[src/rtl/usb_in_arbiter.sv]
// usb_in_arbiter: round-robin arbiter sharing the usb_cdc IN byte stream among NUM_REQ sources.
// Optional feature: define IN_ARB_TAG_EN to prefix every burst with a tag byte 8'hA0|port.
module usb_in_arbiter #(
  parameter int NUM_REQ      = 4,
  parameter int BURST_LEN    = 8,
  parameter int IDLE_TIMEOUT = 16
) (
  input  logic                 clk_i,
  input  logic                 rst_i,
  input  logic                 configured_i,
  input  logic [8*NUM_REQ-1:0] req_data_i,
  input  logic [NUM_REQ-1:0]   req_valid_i,
  output logic [NUM_REQ-1:0]   req_ready_o,
  output logic [7:0]           out_data_o,
  output logic                 out_valid_o,
  input  logic                 out_ready_i,
  output logic [NUM_REQ-1:0]   grant_o,
  output logic                 busy_o
);

  localparam int          IW         = $clog2(NUM_REQ);
  localparam int unsigned NUM_U      = NUM_REQ;
  localparam logic [7:0]  BURST_LAST = 8'(BURST_LEN - 1);
  localparam logic [7:0]  IDLE_LAST  = 8'(IDLE_TIMEOUT - 1);
  localparam logic [IW-1:0] LAST_INIT = IW'(NUM_REQ - 1);

`ifdef IN_ARB_TAG_EN
  typedef enum logic [1:0] {IDLE, TAG, BURST} state_t;
`else
  typedef enum logic [1:0] {IDLE, BURST} state_t;
`endif

  state_t        state;
  logic [IW-1:0] gnt;
  logic [IW-1:0] last;
  logic [IW-1:0] pick;
  logic          found;
  logic [7:0]    burst_cnt;
  logic [7:0]    idle_cnt;
  logic          xfer;
  logic [7:0]    src_data [NUM_REQ];

  for (genvar k = 0; k < NUM_REQ; k++) begin : g_unpack
    assign src_data[k] = req_data_i[8*k +: 8];
  end

  // Search starts just after the previous winner so a re-requesting source yields to the others.
  always_comb begin
    int unsigned   idx;
    logic [IW-1:0] cand;
    pick  = '0;
    found = 1'b0;
    idx   = 0;
    cand  = '0;
    for (int unsigned i = 0; i < NUM_U; i++) begin
      idx = 32'(last) + 1 + i;
      if (idx >= NUM_U) idx = idx - NUM_U;
      cand = IW'(idx);
      if (!found && req_valid_i[cand]) begin
        found = 1'b1;
        pick  = cand;
      end
    end
  end

  always_comb begin
    out_data_o  = '0;
    out_valid_o = 1'b0;
    req_ready_o = '0;
    case (state)
`ifdef IN_ARB_TAG_EN
      TAG: begin
        out_valid_o = 1'b1;
        out_data_o  = 8'hA0 | 8'(gnt);
      end
`endif
      BURST: begin
        out_valid_o      = req_valid_i[gnt];
        out_data_o       = req_valid_i[gnt] ? src_data[gnt] : '0;
        req_ready_o[gnt] = out_ready_i;
      end
      default: ;
    endcase
  end

  assign xfer   = out_valid_o & out_ready_i;
  assign busy_o = (state != IDLE);

  always_ff @(posedge clk_i or posedge rst_i) begin
    if (rst_i) begin
      state     <= IDLE;
      gnt       <= '0;
      last      <= LAST_INIT;
      grant_o   <= '0;
      burst_cnt <= '0;
      idle_cnt  <= '0;
    end else begin
      case (state)
        IDLE: begin
          if (configured_i && found) begin
            gnt     <= pick;
            grant_o <= NUM_REQ'(1) << pick;
`ifdef IN_ARB_TAG_EN
            state   <= TAG;
`else
            state   <= BURST;
`endif
          end
        end
`ifdef IN_ARB_TAG_EN
        TAG: begin
          if (!configured_i) begin
            state   <= IDLE;
            grant_o <= '0;
          end else if (xfer) begin
            state <= BURST;
          end
        end
`endif
        BURST: begin
          if (!configured_i) begin
            state     <= IDLE;
            grant_o   <= '0;
            burst_cnt <= '0;
            idle_cnt  <= '0;
          end else if (xfer) begin
            idle_cnt <= '0;
            if (burst_cnt == BURST_LAST) begin
              state     <= IDLE;
              grant_o   <= '0;
              last      <= gnt;
              burst_cnt <= '0;
            end else begin
              burst_cnt <= burst_cnt + 8'd1;
            end
          end else if (!req_valid_i[gnt]) begin
            if (idle_cnt == IDLE_LAST) begin
              state     <= IDLE;
              grant_o   <= '0;
              last      <= gnt;
              burst_cnt <= '0;
              idle_cnt  <= '0;
            end else begin
              idle_cnt <= idle_cnt + 8'd1;
            end
          end else begin
            idle_cnt <= '0;
          end
        end
        default: begin
          state   <= IDLE;
          grant_o <= '0;
        end
      endcase
    end
  end

endmodule

[config.mk]
export PLATFORM = sky130hd
export DESIGN_NAME = usb_in_arbiter
export DESIGN_NICKNAME = d
export VERILOG_FILES = /design/src/rtl/usb_in_arbiter.sv
export SDC_FILE = /design/constraint.sdc
export NUM_CORES = 1
export LEC_CHECK = 0
export ABC_CLOCK_PERIOD_IN_PS = 2600
export CORE_ASPECT_RATIO = 1.25
export CORE_MARGIN = 5
export CORE_UTILIZATION = 45
export DETAILED_ROUTE_END_ITERATION = 6
export PLACE_DENSITY = 0.91
export SLEW_MARGIN = 20
export SYNTH_ARGS = -nofsm -noshare
export SYNTH_HDL_FRONTEND = slang
export SYNTH_SLANG_ARGS = --single-unit
[constraint.sdc]
create_clock -name clk_i -period 2.6 [get_ports clk_i]
set_input_delay 0.52 -clock clk_i [delete_from_list [all_inputs] [get_ports clk_i]]
set_output_delay 0.52 -clock clk_i [all_outputs]
set_load 0.02 [all_outputs]
==> results.md, run 1 <==
Clock tree:
- The cell at the root of the clock tree is clkbuf_8.
- Clock tree synthesis inserted a total of 3 buffers.
- The clock sink count is 25.
- The post-CTS clock slew at the launch and capture registers of the worst setup and hold paths is 0.09 ns.
- The buffer levels on the longest clock path is 2.
- CTS built an H-tree with a depth of 1.
- The clock latency reported for the late side of the worst-skew pair is 0.27 ns.
- TritonCTS built the clock tree.

Synthesis:
- The most numerous cell in the Yosys netlist is dfrtp_1.
- Counting flops with an async set or reset pin after synthesis yields a share of 100.0%.
- The synthesized cell area is between 1500 and 2000 sq um.
- The library cell occupying the most area in the post-synthesis netlist is dfrtp_1.
- A synthesized cell averages 9.919 sq um.
- The number of enable flip-flop cells after synthesis is 0.
- The leading register cell type out of synthesis is dfrtp_1.
- The simple-gate share of the synthesized area is 21.58%.
- The netlist uses 42 different library cells.
- The mux share of post-synthesis cell area is 14.89%.
- Sequential cells were found to cover 38.15% of the synthesized design area.
- The net count after synthesis is 208.
- After synthesis, the largest family of logic cells by area is simple AND/OR/NAND/NOR gates.
- The post-synthesis sequential element count is 25.
- After Yosys synthesis, XOR and XNOR cells account for 3.191% of the synthesized area.
- The synthesized instance count is 166.
- The adder-cell share of the synthesized area is 1.520%.
- The complex-gate fraction of the synthesized area is 17.48%.
- The portion of synthesized cell area occupied by the leading cell type is 34.95%.
- For this run, the number of Yosys warnings is 0.
- In the synthesized netlist, the cells that appear most often are dfrtp_1 (23), nand2_1 (18), nor2_1 (13).
- Yosys attributes the largest share of cell area to dfrtp_1 (35%), mux4_2 (12%), and3_1 (4.6%), nand2_1 (4.1%), dfstp_2 (3.2%).

Run status:
- The flow ran to the end, and the final reports show no timing, DRC or antenna violations.

Final layout:
- The final design utilization is around 69%.
- The filler cell count is 247.
- The area growth from synthesis to layout is 47.34%.
- Of the cells placed in the final design, the portion with a size suffix greater than 1 is 16.53%.
- The multi-input logic area is 988.4 sq um.
- Registers take ~630 sq um.
- The number of nets in the layout is 279.
- Leaving out filler cells and counting taps, the final layout contains 275.
- The number of antenna cells inserted is 0.

Global route:
- The initial antenna violation count came to 0.
- The first global-routing pass estimated 8059 um of wire.
- The number of global-route vias before repair is roughly 1600.
- The pin count of the biggest net entering global routing is 26.
- The overall routing resource usage is 20.01%.
- Summed over all layers, the global routing overflow is 0.

Timing:
- The slew at the pin closest to its max-slew limit is ~0.35 ns.
- The maximum clock frequency is approximately 400 MHz.
- Across all hold checks on the routed design, the worst slack comes to 0.5360 ns.
- The final number of max-transition violations is 0.
- The clock period minus worst slack is 2.523 ns.
- Setup violations remaining at the end of the flow were counted as 0.
- The final number of hold-violating endpoints came to 0.
- The worst pin sits at a relative slew slack of 76.18%.
- Setup repair after global routing left no endpoint under its margin.
- Setup slack closes at 0.07721 ns.
- The final setup skew is 0.005806 ns.
- The ratio of final minimum period to clock period is 97.03%.

Worst setup path:
- The worst endpoint required time is 2.08 ns.
- Along the worst path, the maximum fanout reaches 1.
- At the worst endpoint, the arrival time is roughly 2.0 ns.
- The startpoint type of the worst setup path is an input pin.
- The critical path runs through a total of 4 cells.
- The critical path start-end classification is in -> out.
- Together, buffers and inverters on the worst path number 2.
- On the critical path the largest part of the delay comes from buffers and inverters.
- The signal on the critical path passes through clkdlybuf4s50_1, mux4_2, and3_1, dlygate4sd2_1.
- The maximum cell stage delay along the critical path is 0.52 ns.
- STA classifies the critical path endpoint as an output port.
- The standard cell with the maximum stage delay on the critical path is mux4_2.
- For the worst flop-to-flop path, the logic depth is 5.

Floorplan:
- The initial utilization of the core area, before any placement, comes to 46.87%.
- The die area is between 4000 and 5000 sq um.
- Row generation in the floorplan step produced 24 rows.
- The top-level I/O count is 58.
- The core region area is 3513 sq um.
- In this run the horizontal extent of the chip is 64.11 um.
- The chip height is 77.63 um.

Routing:
- The detail-routed via count per cell is 6.033.
- The count of nets left with antenna violations once routing finished came out at 0.
- The first-pass iteration count of the detailed router is 4.
- Summed over all layers, the routed wires come to 5095 um.
- In this run, the number of DRC markers left after iteration 0 of detailed routing was 97.
- The DRC violations left is 0.
- Dividing the detail-routed wire length by the instance count gives 18.53 um.
- The total number of vias is 1659.

Worst hold path:
- The count of cells along the worst hold path is 1.
- The min-delay analysis places its worst path in the category reg -> reg.

Placement:
- The worst setup slack before clock tree synthesis is -0.2422 ns.
- The detailed placer's ending HPWL is 3672 um.
- The number of instances in the placed design is 269.
- Buffers placed on the I/O ports in this run total 57.
- The congestion estimate from routability-driven global placement came to 0.7751.

Flow run:
- The number of maximum-capacitance violations is 0.

Power and ir drop:
- Across the VDD grid, the largest voltage drop is 0.5569 mV.
- The power density of the placed cells is 745.8 nW/um^2.
- The completed layout was analyzed and its total power is 1.809 mW.
- The leakage dissipation is 1.094 nW.
[layout make-up]
type	instances	share of cell area, %
Clock buffer	3	1.702
Clock inverter	1	0.3094
Inverter	5	0.7736
Multi-Input combinational cell	128	40.74
Sequential cell	25	25.89
Tap cell	39	2.011
Timing Repair Buffer	74	28.57
[layout by cell type, fill, tap and decap left out, types with 5 or more instances in the layout]
cell and n:
nand2_1 18, inv_1 5, dlygate4sd2_1 10, clkdlybuf4s50_1 44, nand2b_1 8, dfrtp_1 23
and3_1 12, nor3_1 5, a21oi_1 6, mux4_2 10, buf_4 17, nor2_1 13
[power breakdown]
| group | internal [mW] | total [mW] | switching (mW) |
|---|---|---|---|
| logic | 0.510 | 1.05 | 0.541 |
| registers | 0.455 | 0.528 | 0.0724 |
| clock network | 0.108 | 0.231 | 0.123 |
| total | 1.07 | 1.81 | 0.736 |
[cells by family (layout without fill, tap and decap cells)]
logic type | Yosys count | count (layout)
multiplexers | 13 | 14
AO/OA/AOI/OAI | 37 | 37
buffers and inverters | 14 | 83
XOR/XNOR | 6 | 6
adder cells (fa/ha/maj) | 2 | 2
flip-flops | 25 | 25
AND/OR/NAND/NOR | 69 | 69
[final timing paths]
path	start	endpoint	slack [ns]
worst max register to register	gnt[1]$_DFFE_PP0P_	burst_cnt[6]$_DFFE_PP0P_	0.21
worst min-delay path	idle_cnt[2]$_DFFE_PP0P_	idle_cnt[2]$_DFFE_PP0P_	0.54
worst min register to register	idle_cnt[2]$_DFFE_PP0P_	idle_cnt[2]$_DFFE_PP0P_	0.54
min in group asynchronous	rst_i	burst_cnt[4]$_DFFE_PP0P_	0.59
worst max-delay path	req_data_i[29]	out_data_o[5]	0.08
max in group asynchronous	rst_i	last[0]$_DFFE_PP1P_	1.72
[routing by layer]
layer,wire [um],vias to the layer above,track usage [%]
li1,-,774,-
met5,0,-,0
met3,511,2,5.491
met4,28,0,3.870
met1,2032,804,24.35
met2,2523,79,35.31
[state kept, by name (all words and copies together) (netlist names)]
name / flops
last: 2
state: 1
idle_cnt: 8
grant_o: 4
gnt: 2
burst_cnt: 8
[through the flow]
| step | cell area [sq um] | TNS [ns] |
|---|---|---|
| finish | 2426 | 0 |
| global route | 2426 | 0 |
| CTS | 2419 | 0 |
| detailed placement | 2352 | -2.946 |
| global placement | 2352 | -1.982 |
| floorplan | 1647 | 0 |
[timing repair]
item                                    CTS  global route
gates resized for setup                  11             3
buffers inserted                          1             0
hold buffers                              0             0
endpoints found under the setup margin    9            10
cloned                                    1             0
Power figures use the tool's default switching activity.
==> run 2, diff against run 1 <==
--- a/config.mk
+++ b/config.mk
@@ -10,6 +10,7 @@
 export CORE_MARGIN = 5
 export CORE_UTILIZATION = 45
 export DETAILED_ROUTE_END_ITERATION = 6
+export HOLD_SLACK_MARGIN = 0.02
 export PLACE_DENSITY = 0.91
 export SLEW_MARGIN = 20
 export SYNTH_ARGS = -nofsm -noshare
==> results of run 2 <==
The final DEF is identical to that of run 1; final timing and power are the same.
==> run 3, diff against run 2 <==
--- a/config.mk
+++ b/config.mk
@@ -10,6 +10,7 @@
 export CORE_MARGIN = 5
 export CORE_UTILIZATION = 45
 export DETAILED_ROUTE_END_ITERATION = 6
+export GPL_TIMING_DRIVEN = 0
 export HOLD_SLACK_MARGIN = 0.02
 export PLACE_DENSITY = 0.91
 export SLEW_MARGIN = 20
==> run 3 against run 2 <==
Utilization shrank 2.8 points. Register-to-register slack is essentially flat. Largest cell class unchanged. Die area is the same. Fmax shrank 0.15%. Highest routed layer unchanged. Clock skew grew 0.0027 ns.
==> results.md, run 3 (synthesis results as in run 1) <==
Clock tree:
- TritonCTS built the clock tree.
- The post-CTS clock slew at the launch and capture registers of the worst setup and hold paths is 0.09 ns.
- The cell at the root of the clock tree is clkbuf_8.
- The tree built by TritonCTS fans out to 25 sinks.
- The number of clock buffers inserted by TritonCTS is 3.
- The buffer levels on the longest clock path is 2.
- The number of H-tree branching levels is 1.
- Clock latency on the worst-skew pair, taken at its later pin, is 0.28 ns.

Global route:
- The overall routing resource usage is roughly 18%.
- The initial antenna violation count was 0.
- Entering global routing, the biggest net connects 26 pins.
- The number of global-route vias before repair is 1576.
- The first global-routing pass estimated about 7400 um of wire.
- The total congestion overflow after global routing is 0.

Worst setup path:
- The critical path start-end classification is in -> out.
- STA classifies the critical path startpoint as an input pin.
- The worst register-to-register path begins at gnt[1]$_DFFE_PP0P_.
- The worst setup path is captured at an output port.
- Data on the critical path is required at its endpoint by between 2 and 2.5 ns.
- For the worst setup path, the data arrival time is ~2 ns.
- The critical path startpoint is req_valid_i[3].
- The maximum net fanout on the critical path is 10.

Final layout:
- At the end of the flow the core is filled with cells to around 66%.
- The share of cells above drive strength 1 is 13.27%.
- The most common library cell in the layout ignoring fill and taps is clkdlybuf4s50_1.
- The signed area change from the synthesized netlist to the final layout is 41.41%.
- The number of antenna cells inserted is 0.
- The largest registers in the layout are burst_cnt x8, idle_cnt x8, grant_o x4.
- Leaving out fill and tap cells, the most frequent cells in the layout are clkdlybuf4s50_1 (41), dfrtp_1 (21), nand2_1 (18).
- The number of nets in the layout is approximately 270.

Routing:
- The DRC violations left is 0.
- The total wire length is 4624 um.
- Detailed routing inserted a total of 1605 vias.
- In the final routed layout, each cell accounts on average for 17.45 um.
- For this run, the detailed router's first-pass iteration total came to 5.
- After the first detailed-routing iteration, the DRC count stood at 60.
- Once detail routing completed, the nets flagged for antenna violations numbered 0.
- The detail-routed via count per cell is approximately 6.

Placement:
- During placement, the flow inserted port buffers numbering 56.
- Routability-driven placement finished with a final weighted congestion of around 0.8.
- The detailed placer's ending HPWL is roughly 3600 um.

Timing:
- The number of setup violations in the final report is 0.
- Setup repair after global routing left no endpoint under its margin.
- For this run, the top clock speed supported by timing is 395.8 MHz.
- The final setup skew is ~0.0085 ns.
- After layout, the worst path uses 97.18% of the clock period.
- The final number of hold-violating endpoints is 0.
- The clock period minus worst slack is approximately 2.5 ns.
- The relative slew slack is 36.50%.
- The final number of max-transition violations is 0.
- Summed over all failing endpoints, the final setup total negative slack is 0 ns.
- At the pin with the least slew margin, the transition time is 0.9514 ns.

Power and ir drop:
- Of the total power, combinational logic draws a little under three fifths.
- After layout, the design draws a total of 1.767 mW.
- For this design the total switching power over the nets is 0.7218 mW.
- VDD sags by at most 0.4782 mV.
- For this design the ratio of total power to cell area is approximately 760 nW/um^2.
- The relative contribution of the clock network to total power is a little over an eighth.
- The leakage dissipation is 1.015 nW.
- The net switching share of the total power is 40.86%.
- The share of total power in sequential cells is 31.1%.
- Internal power comes to 1.045 mW.

Floorplan:
- From left edge to right edge, the die measures 64.11 um.
- The top-level I/O count is 58.
- The number of standard-cell rows in the floorplan is 24.
- The core region area is approximately 3500 sq um.
- The die area is ~5000 sq um.
- Measured along the y axis, the die boundary spans about 78 um.
- For this configuration, the core starts out at a cell density of 46.87%.

Worst hold path:
- The worst hold path startpoint is grant_o[1]$_DFFE_PP0P_.
- The class of the tightest hold or removal check is reg -> reg.

Flow run:
- Across the run, the number of max-cap violations was 0.

Run status:
- The flow ran to the end, and the final reports show no timing, DRC or antenna violations.
run 3: cell count changes in the layout (fill, tap and decap cells not counted), moves of 2 or more:
cell,previous run,this run
buf_4,17,2
clkbuf_1,0,3
clkbuf_2,0,2
clkdlybuf4s15_1,0,6
clkdlybuf4s15_2,0,2
clkdlybuf4s50_1,44,41
dfrtp_1,23,21
dfrtp_2,0,2
dlygate4sd2_1,10,5
run 3: what timing repair did:
action / 4_1_cts / 5_1_grt
hold endpoints to repair: 0 / 0
hold buffers: 0 / 0
endpoints found under the setup margin: 12 / 5
setup buffers: 1 / 0
resized for setup: 30 / 4
run 3: final cells by class:
cell class	count	area (sq um)
fillers	265	1185
clock inverters	1	7.507
repair buffers	57	569.3
clock buffers	3	41.29
flip-flops and latches	25	630.6
multi-input cells	127	965.9
plain buffers	8	46.29
inverters	5	18.77
well taps	39	48.80
run 3: metrics by stage:
stage	std cells	hold WS [ns]	worst slack (ns)	area (sq um)
finish	265	0.5497	0.07340	2328
global route	265	0.5703	0.02053	2328
CTS	265	0.5449	0.02881	2321
detailed placement	261	0.5215	-0.6214	2256
global placement	261	0.5075	-0.5994	2256
floorplan	166	0.4805	0.4252	1647
run 3: worst paths after layout:
check                                      endpoint  slack [ns]  cells after the start
max                                   out_data_o[7]        0.07                      5
min                          grant_o[1]$_DFFE_PP0P_        0.55                      2
max reg2reg                burst_cnt[6]$_DFFE_PP0P_        0.21                      5
min reg2reg                  grant_o[1]$_DFFE_PP0P_        0.55                      2
max in group asynchronous      state[0]$_DFFE_PP0P_        1.21                      2
min in group asynchronous   idle_cnt[5]$_DFFE_PP0P_        0.75                      2
run 3: layer usage:
layer / part of all wire (%) / GRT usage [%]
met4: 2.2 / 7.332
met1: 40 / 20.46
met5: 0 / 0
met3: 8.3 / 3.757
met2: 50 / 33.50
run 3: power groups by stage:
stage                     registers, mW  logic [mW]  clock network (mW)
after detailed placement          0.536       0.993                   0
final                             0.550       0.980               0.236
after global routing              0.562        1.05               0.258
after global placement            0.530       0.971                   0
after floorplan                   0.546       0.593                   0
after CTS                         0.547       0.982               0.241
run 3: critical path, stage by stage:
cell and delay (ns):
dlygate4sd2_1 0.31, mux4_2 0.53, clkbuf_8 0.19, and3_1 0.17, clkdlybuf4s15_1 0.29
